### src/rtl/vend_pkg.sv
`default_nettype none
// +--------------------------------------------------------------------+
// | vend_pkg : shared types and coin weights for vend_fsm_param        |
// | rev 1.0                                                            |
// +--------------------------------------------------------------------+
package vend_pkg;

  typedef enum logic [1:0] {
    IDLE   = 2'd0,
    ACCUM  = 2'd1,
    VEND   = 2'd2,
    CHANGE = 2'd3
  } state_t;

  localparam logic [1:0] W_HALF = 2'd1;
  localparam logic [1:0] W_ONE  = 2'd2;

  // Two coins in one cycle add both weights (max 3).
  function automatic logic [1:0] coin_weight(input logic half, input logic one);
    return (half ? W_HALF : 2'd0) + (one ? W_ONE : 2'd0);
  endfunction

endpackage
`default_nettype wire

### src/rtl/vend_change_ser.sv
`default_nettype none
// +--------------------------------------------------------------------+
// | vend_change_ser : loadable down-counter emitting one pulse per unit |
// | rev 1.0                                                            |
// +--------------------------------------------------------------------+
module vend_change_ser #(
  parameter int W = 3
) (
  input  logic         clk,
  input  logic         rst_n,
  input  logic         load,
  input  logic [W-1:0] load_val,
  output logic         busy,
  output logic         pulse
);

  logic [W-1:0] r_cnt;
  logic         r_pulse;

  // The first pulse is issued on the load edge itself, so r_cnt holds the
  // pulses still owed after the current one.
  always_ff @(posedge clk or negedge rst_n) begin
    if (!rst_n) begin
      r_cnt   <= '0;
      r_pulse <= 1'b0;
    end else if (load) begin
      r_pulse <= (load_val != '0);
      r_cnt   <= (load_val != '0) ? load_val - W'(1) : '0;
    end else if (r_cnt != '0) begin
      r_cnt   <= r_cnt - W'(1);
      r_pulse <= 1'b1;
    end else begin
      r_pulse <= 1'b0;
    end
  end

  assign busy  = (r_cnt != '0);
  assign pulse = r_pulse;

endmodule
`default_nettype wire

### src/rtl/vend_fsm_param.sv
`default_nettype none
// +--------------------------------------------------------------------+
// | vend_fsm_param : programmable-price vending controller with change |
// | rev 1.0                                                            |
// +--------------------------------------------------------------------+
module vend_fsm_param
  import vend_pkg::*;
#(
  parameter int PRICE_HALF = 5,
  parameter int CREDIT_W   = $clog2(PRICE_HALF + 3)
) (
  input  logic                sys_clk,
  input  logic                sys_rst_n,
  input  logic                pi_money_half,
  input  logic                pi_money_one,
  input  logic                pi_cancel,
  output logic                po_cola,
  output logic                po_money,
  output logic                po_coin_rej,
  output logic                po_busy,
  output logic [CREDIT_W-1:0] po_credit
);

  localparam logic [CREDIT_W-1:0] c_price = CREDIT_W'(PRICE_HALF);

  state_t              r_state;
  logic [CREDIT_W-1:0] r_credit;
  logic [CREDIT_W-1:0] r_change;
  logic                r_cola;
  logic                r_rej;
  logic                r_busy;

  logic [CREDIT_W-1:0] w_weight;
  logic [CREDIT_W-1:0] w_sum;
  logic                w_open;
  logic                w_coin;
  logic                w_refund;
  logic                w_vend;
  logic                w_ser_load;
  logic [CREDIT_W-1:0] w_ser_val;
  logic                w_ser_busy;
  logic                w_money;

  assign w_weight = CREDIT_W'(coin_weight(pi_money_half, pi_money_one));
  assign w_sum    = r_credit + w_weight;
  assign w_open   = (r_state == IDLE) || (r_state == ACCUM);
  assign w_coin   = pi_money_half | pi_money_one;
  // A refund request takes priority over reaching the price on the same edge.
  assign w_refund = w_open && pi_cancel && (w_sum != '0);
  assign w_vend   = w_open && !w_refund && (w_sum >= c_price);

  // Vend change is held back one cycle so it trails the dispense pulse.
  assign w_ser_load = w_refund || ((r_state == VEND) && (r_change != '0));
  assign w_ser_val  = w_refund ? w_sum : r_change;

  vend_change_ser #(
    .W (CREDIT_W)
  ) u_change_ser (
    .clk      (sys_clk),
    .rst_n    (sys_rst_n),
    .load     (w_ser_load),
    .load_val (w_ser_val),
    .busy     (w_ser_busy),
    .pulse    (w_money)
  );

  always_ff @(posedge sys_clk or negedge sys_rst_n) begin
    if (!sys_rst_n) begin
      r_state  <= IDLE;
      r_credit <= '0;
      r_change <= '0;
      r_cola   <= 1'b0;
      r_rej    <= 1'b0;
      r_busy   <= 1'b0;
    end else begin
      r_cola <= 1'b0;
      r_rej  <= 1'b0;
      case (r_state)
        IDLE, ACCUM: begin
          if (w_refund) begin
            r_credit <= '0;
            r_busy   <= 1'b1;
            r_state  <= CHANGE;
          end else if (w_vend) begin
            r_change <= w_sum - c_price;
            r_credit <= '0;
            r_cola   <= 1'b1;
            r_busy   <= 1'b1;
            r_state  <= VEND;
          end else begin
            r_credit <= w_sum;
            r_state  <= (w_sum != '0) ? ACCUM : IDLE;
          end
        end
        VEND: begin
          r_rej    <= w_coin;
          r_change <= '0;
          if (r_change != '0) begin
            r_state <= CHANGE;
          end else begin
            r_busy  <= 1'b0;
            r_state <= IDLE;
          end
        end
        CHANGE: begin
          r_rej <= w_coin;
          if (!w_ser_busy) begin
            r_busy  <= 1'b0;
            r_state <= IDLE;
          end
        end
        default: begin
          r_busy  <= 1'b0;
          r_state <= IDLE;
        end
      endcase
    end
  end

  assign po_cola     = r_cola;
  assign po_money    = w_money;
  assign po_coin_rej = r_rej;
  assign po_busy     = r_busy;
  assign po_credit   = r_credit;

endmodule
`default_nettype wire

### config.mk
export PLATFORM = sky130hd
export DESIGN_NAME = vend_fsm_param
export DESIGN_NICKNAME = d
export VERILOG_FILES = /design/src/rtl/vend_pkg.sv /design/src/rtl/vend_change_ser.sv /design/src/rtl/vend_fsm_param.sv
export SDC_FILE = /design/constraint.sdc
export NUM_CORES = 1
export LEC_CHECK = 0
export ABC_CLOCK_PERIOD_IN_PS = 3500
export CAP_MARGIN = 25
export CORE_MARGIN = 1
export CORE_UTILIZATION = 55
export CTS_CLUSTER_SIZE = 24
export DETAILED_ROUTE_END_ITERATION = 6
export DONT_BUFFER_PORTS = 1
export PLACE_DENSITY_LB_ADDON = 0.15
export SYNTH_ARGS = -nofsm -noshare
export SYNTH_HDL_FRONTEND = slang
export SYNTH_SLANG_ARGS = --single-unit
export TNS_END_PERCENT = 1
### constraint.sdc
create_clock -name sys_clk -period 3.5 [get_ports sys_clk]
set_input_delay 0.7 -clock sys_clk [delete_from_list [all_inputs] [get_ports sys_clk]]
set_output_delay 0.7 -clock sys_clk [all_outputs]
set_load 0.01 [all_outputs]
; Word-level counts from Yosys, hierarchy flattened
; Index checks and enable logic that the tools add are counted.
[op_classes]
bitwise = 1
order_cmp = 1
n_addsub = 5
mux = 28
n_reduce_logical = 19
n_eq_ne = 8
[ops]
columns = op, count
row1 = two-way mux 3 bit, 8
row2 = two-way mux 1 bit, 12
row3 = nonzero test 3 bit, 4
row4 = two-way mux 2 bit, 5
row5 = "!= test 2 bit, second input constant", 4
row6 = one-hot mux 2 bit (3 select lines), 1
row7 = one-hot mux 3 bit (2 select lines), 1
row8 = AND reduction 3 bit, 2
row9 = "subtractor 3 x 1 -> 3 bit, second input constant", 2
row10 = logical AND 1 bit, 5
row11 = "equality test 2 bit, second input constant", 2
row12 = nonzero test 2 bit, 2
row13 = OR reduction 2 bit, 2
row14 = adder 3 x 2 -> 3 bit, 1
row15 = ">= comparator 3 bit, second input constant", 1
row16 = "!= test 3 bit, second input constant", 1
row17 = one-hot mux 1 bit (3 select lines), 1
row18 = "subtractor 3 bit, second input constant", 1
row19 = adder 1 x 2 -> 2 bit, 1
row20 = "equality test 2 x 1 -> 1 bit, second input constant", 1
row21 = zero test 2 bit, 1
row22 = logical OR 1 bit, 2
row23 = zero test 1 bit, 1
row24 = OR 1 bit, 1
[totals]
out_inout_bits = 7
elab_cells = 70
register_bits = 15

; Logic depth before layout (Yosys ltp)
[depth]
word_depth = 11
mapped_depth = 14
depth_no_buf = 12

; Cells and area by module
; From an unflattened synthesis, not the netlist that was laid out.
[unflattened]
hier_cells = 107
area_unflattened_um2 = 1034.7
[by_module_without_submodules]
columns = mod, cells_each, area_per_inst_um2, n_inst, seq_area_each_um2
row1 = vend_fsm_param, 76, 749.5, 1, 275.3
row2 = vend_change_ser, 31, 285.3, 1, 100.1

; Least setup slack after synthesis
; No wires, ideal clock.
[synth_timing]
kind = input to register
start = in pi_money_half
end = reg u_change_ser.r_cnt[0]
n_path_buf = 2
arrival_ns = 2.959
slack_ns = 0.459
path_stages = 11
setup_time_ns = 0.082
cell_sequence = ha_1 > inv_1 > fa_1 > ha_1 > ha_1 > or3b_1 > buf_6 > buf_6 > o21a_1 > ha_1 > o22ai_1
[synth_via]
elab_chain_len = 9
elab_cells_between_ends = 12
classes_between = add/sub: 3 / mux: 4 / reduce/logical: 5
[synth_rtl]
columns = element, line_no
row1 = "start, declared", vend_fsm_param.sv:14  ; input logic pi_money_half,
row2 = two-way mux 1 bit *, vend_pkg.sv:20  ; return (half ? W_HALF : 2'd0) + (one ? W_ONE : 2'd0);
row3 = adder 1 x 2 -> 2 bit *, vend_pkg.sv:20
row4 = adder 3 x 2 -> 3 bit *, vend_fsm_param.sv:45  ; assign w_sum = r_credit + w_weight;
row5 = nonzero test 3 bit, vend_fsm_param.sv:49  ; assign w_refund = w_open && pi_cancel && (w_sum != '0);
row6 = logical AND 1 bit, vend_fsm_param.sv:49
row7 = two-way mux 3 bit, vend_fsm_param.sv:54  ; assign w_ser_val = w_refund ? w_sum : r_change;
row8 = subtractor 3 x 1 -> 3 bit or nonzero test 3 bit (tied branches), vend_change_ser.sv:28  ; r_cnt <= (load_val != '0) ? load_val - W'(1) : '0;
row9 = two-way mux 3 bit, vend_change_ser.sv:28
row10 = two-way mux 3 bit, vend_change_ser.sv:26  ; end else if (load) begin
row11 = "end signal, assigned", vend_change_ser.sv:28
row12 = "end signal, assigned", vend_change_ser.sv:30  ; r_cnt <= r_cnt - W'(1);
row13 = "end, declared", vend_change_ser.sv:17  ; logic [W-1:0] r_cnt;
; Mark *: on every way between the ends. The rest lies on a longest branch, timed or not.
; A chain may end at the register's enable or synchronous reset.

; Final worst setup path
[layout_timing]
start = reg r_credit[0] (netlist: po_credit[0])
end = reg u_change_ser.r_cnt[2]
[layout_via]
elab_chain_len = 7
elab_cells_between_ends = 10
classes_between = add/sub: 2 / mux: 3 / reduce/logical: 5
[layout_rtl]
columns = element, line_no
row1 = "start, declared", vend_fsm_param.sv:27  ; logic [CREDIT_W-1:0] r_credit;
row2 = "start signal, assigned", vend_fsm_param.sv:91  ; r_credit <= w_sum;
row3 = adder 3 x 2 -> 3 bit *, vend_fsm_param.sv:45
row4 = nonzero test 3 bit, vend_fsm_param.sv:49
row5 = logical AND 1 bit, vend_fsm_param.sv:49
row6 = two-way mux 3 bit, vend_fsm_param.sv:54
row7 = subtractor 3 x 1 -> 3 bit or nonzero test 3 bit (tied branches), vend_change_ser.sv:28
row8 = two-way mux 3 bit, vend_change_ser.sv:28
row9 = two-way mux 3 bit, vend_change_ser.sv:26
; Marked as above.

==> metrics list <==
- Result of the run: complete, no violations
- Summing every instance area after synthesis gives around 970 sq um.
* Unrepaired setup endpoints after global routing: false
- Setup clock skew after layout: about 0.0050 ns
- Max-slew headroom at the worst pin: 0.632
- Leading cell type in the layout, fill and taps excluded: sky130_fd_sc_hd__dfrtp_1
* Setup crit start kind: flip-flop
- Post-Syn Nets: 112
- DPL Wire Length: 1.13 mm
- The final max-slew violation count was 0.
- Drt drc: 0
- Horizontal die dimension: around 44 microns
* Postcts setup bufs: 0
- In the final layout, the share of cells above drive strength 1 is 0.0918.
* Synthesized area per cell: 9.88 sq um
- The number of antenna violations at the first check in global routing was 0.
* Initial core utilization: 0.614
- Crit path time final: 2.97 ns
* Data required time of the worst path: 3.66 ns
- Setup slack on the critical path of the routed design comes to 0.532 ns.
- Core footprint: 1580 sq um
- For the pin with the worst max-slew slack, the measured transition is 0.552 ns.
- On the worst path, the slowest cell contributes a delay of 0.58 ns.
- Depth of the CTS H-tree: 1
- Max-capacitance violation count: 0
* Diodes inserted: 0
- Most used cell, CP: sky130_fd_sc_hd__ha_1
* PortBufs: 0
- In the synthesized netlist the async set-or-reset flop fraction comes to 1.00.
- Along the worst path, the maximum fanout reaches 15.
* Clock slew at reported path FFs: 0.10 ns
- Synthesis handed over a netlist of 98 instances.
- The synthesized design contains 0 enable-type register cells.
- Most frequent cells in the layout: sky130_fd_sc_hd__dfrtp_1, sky130_fd_sc_hd__inv_1, sky130_fd_sc_hd__nand2_1, sky130_fd_sc_hd__ha_1
* Net count reported at finish: 113
* CTS tree: built
- CTS-repair resized insts: 0
* Crit path DAT: 3.13 ns
* Finish-stage setup viols: 0
* Die Height: roughly 44 microns
- First-pass GRT wire length: 2.66 mm
* Clock root buffer: sky130_fd_sc_hd__clkbuf_4
- Pin placement for this block handled 12 I/O pins.
* Row count: 14
- The first routing iteration left 20 violations.
* Wire length after detailed routing: 1.53 mm
- Final Cycle Share: 0.848
- Total CTS buffers: 3
- Number of buffers and inverters on the critical path: 2
* Slowest stage cell on the critical path: sky130_fd_sc_hd__or3b_1
- At the end of routability-driven placement, the weighted congestion stood at around 0.83.
- Length of the first detailed-routing pass in iterations: 6
- Worst setup slack after placement: 0.301 ns
* Global-route usage over all layers: 0.191
- Number of cell instances on the worst register-to-register path: 12
- In this run the worst hold path is classified as input pin to async pin.
- Via Count: 645
- Routed length per placed instance: 13.4 microns
- Entering global routing, the biggest net connects 21 pins.
- The critical path goes through ha_1 -> inv_1 -> fa_1 -> ha_1 -> ha_1 -> or3b_1 -> nand2_1 -> o21a_1 -> inv_1 -> ha_1 -> nand2_1 -> o21ai_0.
* Number of clock sinks: 15
- For this run, the leading register cell type out of synthesis is sky130_fd_sc_hd__dfrtp_1.
* Hold Fails Final Rpt: 0
* Post-route antenna net violation count: 0
- Worst IR drop on VDD: 587 uV
* Buffer depth of the longest clock path: 2
* Cell accounting for the most synthesized area: sky130_fd_sc_hd__dfrtp_1
* Setup TNS: 0 ns
- For this run, the number of Yosys warnings is 0.
* Via/cell ratio: 5.66
- The setup path with the least slack is of type flip-flop to flip-flop.
- At the later pin of the worst-skew pair, clock insertion delay measures around 0.28 ns.
* Count of fill cells added during filler insertion: 131
* Top achievable clock speed: about 340 MHz
- Proportion of synthesized chip area in sequential cells: 0.388
* Fraction of synthesized cell area taken by the top area cell type: 0.388
- The netlist uses 30 different library cells.
- Buffers inserted to repair hold after CTS numbered 0.
* Number of global-route vias before repair: 622
* Top area cells in the synthesized netlist: sky130_fd_sc_hd__dfrtp_1, sky130_fd_sc_hd__ha_1, sky130_fd_sc_hd__mux2i_1
* Ratio of total power to cell area: 999 nW/um^2
* Crit path capture type: flip-flop
- Flops & latches, synth: 15
- Critical Path Stages: 12
- On the critical path the largest part of the delay comes from adder cells.
* Pleak: 0.000441 uW
- Die footprint: between 1500 and 2000 sq um
* Syn-to-layout area delta: 0.646%
- The total overflow left after global routing is 0.
area by class of cell:
type | instances | area (sq um) | area share
clock buffer | 3 | 22.5 | 0.0231
clock inverter | 1 | 5.00 | 0.00513
inverter | 9 | 33.8 | 0.0347
multi-input combinational | 70 | 518 | 0.531
sequential | 15 | 375 | 0.385
tap | 16 | 20.0 | 0.0205
cells in the mapped netlist, drive strengths merged, types with 2 or more instances:
| cell | count |
|---|---|
| nand2 | 8 |
| o22ai | 2 |
| ha | 8 |
| o31ai | 3 |
| nor3 | 2 |
| buf | 4 |
| nor2 | 7 |
| nor3b | 3 |
| dfrtp | 15 |
| o21a | 2 |
| xnor2 | 2 |
| nand3 | 5 |
| mux2i | 7 |
| nand2b | 3 |
| inv | 9 |
| o21ai | 9 |
metal layers:
| metal | global-route usage | wire [microns] | part of all wire |
|---|---|---|---|
| met5 | 0 | 0 | 0 |
| met4 | 0.0909 | 12 | 0.0079 |
| met3 | 0.0333 | 59 | 0.039 |
| met2 | 0.266 | 676 | 0.44 |
| met1 | 0.286 | 778 | 0.51 |
report_power, final:
part           switching, uW  internal, uW  total [uW]
clock network           57.1          42.4        99.4
logic                    289           233         522
registers                101           252         352
total                    447           527         974
registers in the layout (all words and copies together) (netlist names):
signal	flops
po_busy	1
po_coin_rej	1
po_cola	1
po_credit	3
r_change	3
r_state	2
u_change_ser.pulse	1
u_change_ser.r_cnt	3
worst reg2reg max path, cell delays in order (launching register included):
cell                      delay (ns)
sky130_fd_sc_hd__dfrtp_1        0.44
sky130_fd_sc_hd__ha_1           0.20
sky130_fd_sc_hd__inv_1          0.07
sky130_fd_sc_hd__fa_1           0.50
sky130_fd_sc_hd__ha_1           0.25
sky130_fd_sc_hd__ha_1           0.19
sky130_fd_sc_hd__or3b_1         0.58
sky130_fd_sc_hd__nand2_1        0.14
sky130_fd_sc_hd__o21a_1         0.15
sky130_fd_sc_hd__inv_1          0.05
sky130_fd_sc_hd__ha_1           0.18
sky130_fd_sc_hd__nand2_1        0.05
sky130_fd_sc_hd__o21ai_0        0.07
worst paths after layout:
path / start / end / slack [ns]
max: po_credit[0] / u_change_ser.r_cnt[2] / 0.53
min in group sys_clk: pi_money_half / po_coin_rej / 0.53
min: sys_rst_n / po_coin_rej / 0.1
min reg2reg: po_credit[0] / po_credit[0] / 0.58
max reg2reg: po_credit[0] / u_change_ser.r_cnt[2] / 0.53
max in group asynchronous: sys_rst_n / r_change[0] / 3.33
per-stage QoR:
stage           util  hold slack (ns)  total power [uW]  area (sq um)  std cells
2_1_floorplan      -            0.404               811           968         98
3_3_place_gp   0.601            0.405               868           947        110
3_5_place_dp   0.601            0.405               872           947        110
4_1_cts        0.618           0.0914               977           975        114
5_1_grt        0.618           0.0800              1070           975        114
6_report       0.618           0.0975               974           975        114
cell families (layout without fill, tap and decap cells):
logic type | count (synthesis) | in the layout | share of synthesized area
fa+ha+maj | 9 | 9 | 0.124
flops | 15 | 15 | 0.388
buf+inv | 13 | 13 | 0.0775
xor+xnor | 3 | 3 | 0.0349
compound gates | 19 | 19 | 0.121
mux | 7 | 7 | 0.0724
simple gates | 32 | 32 | 0.182
No activity file was read; power rests on OpenSTA's default activity.
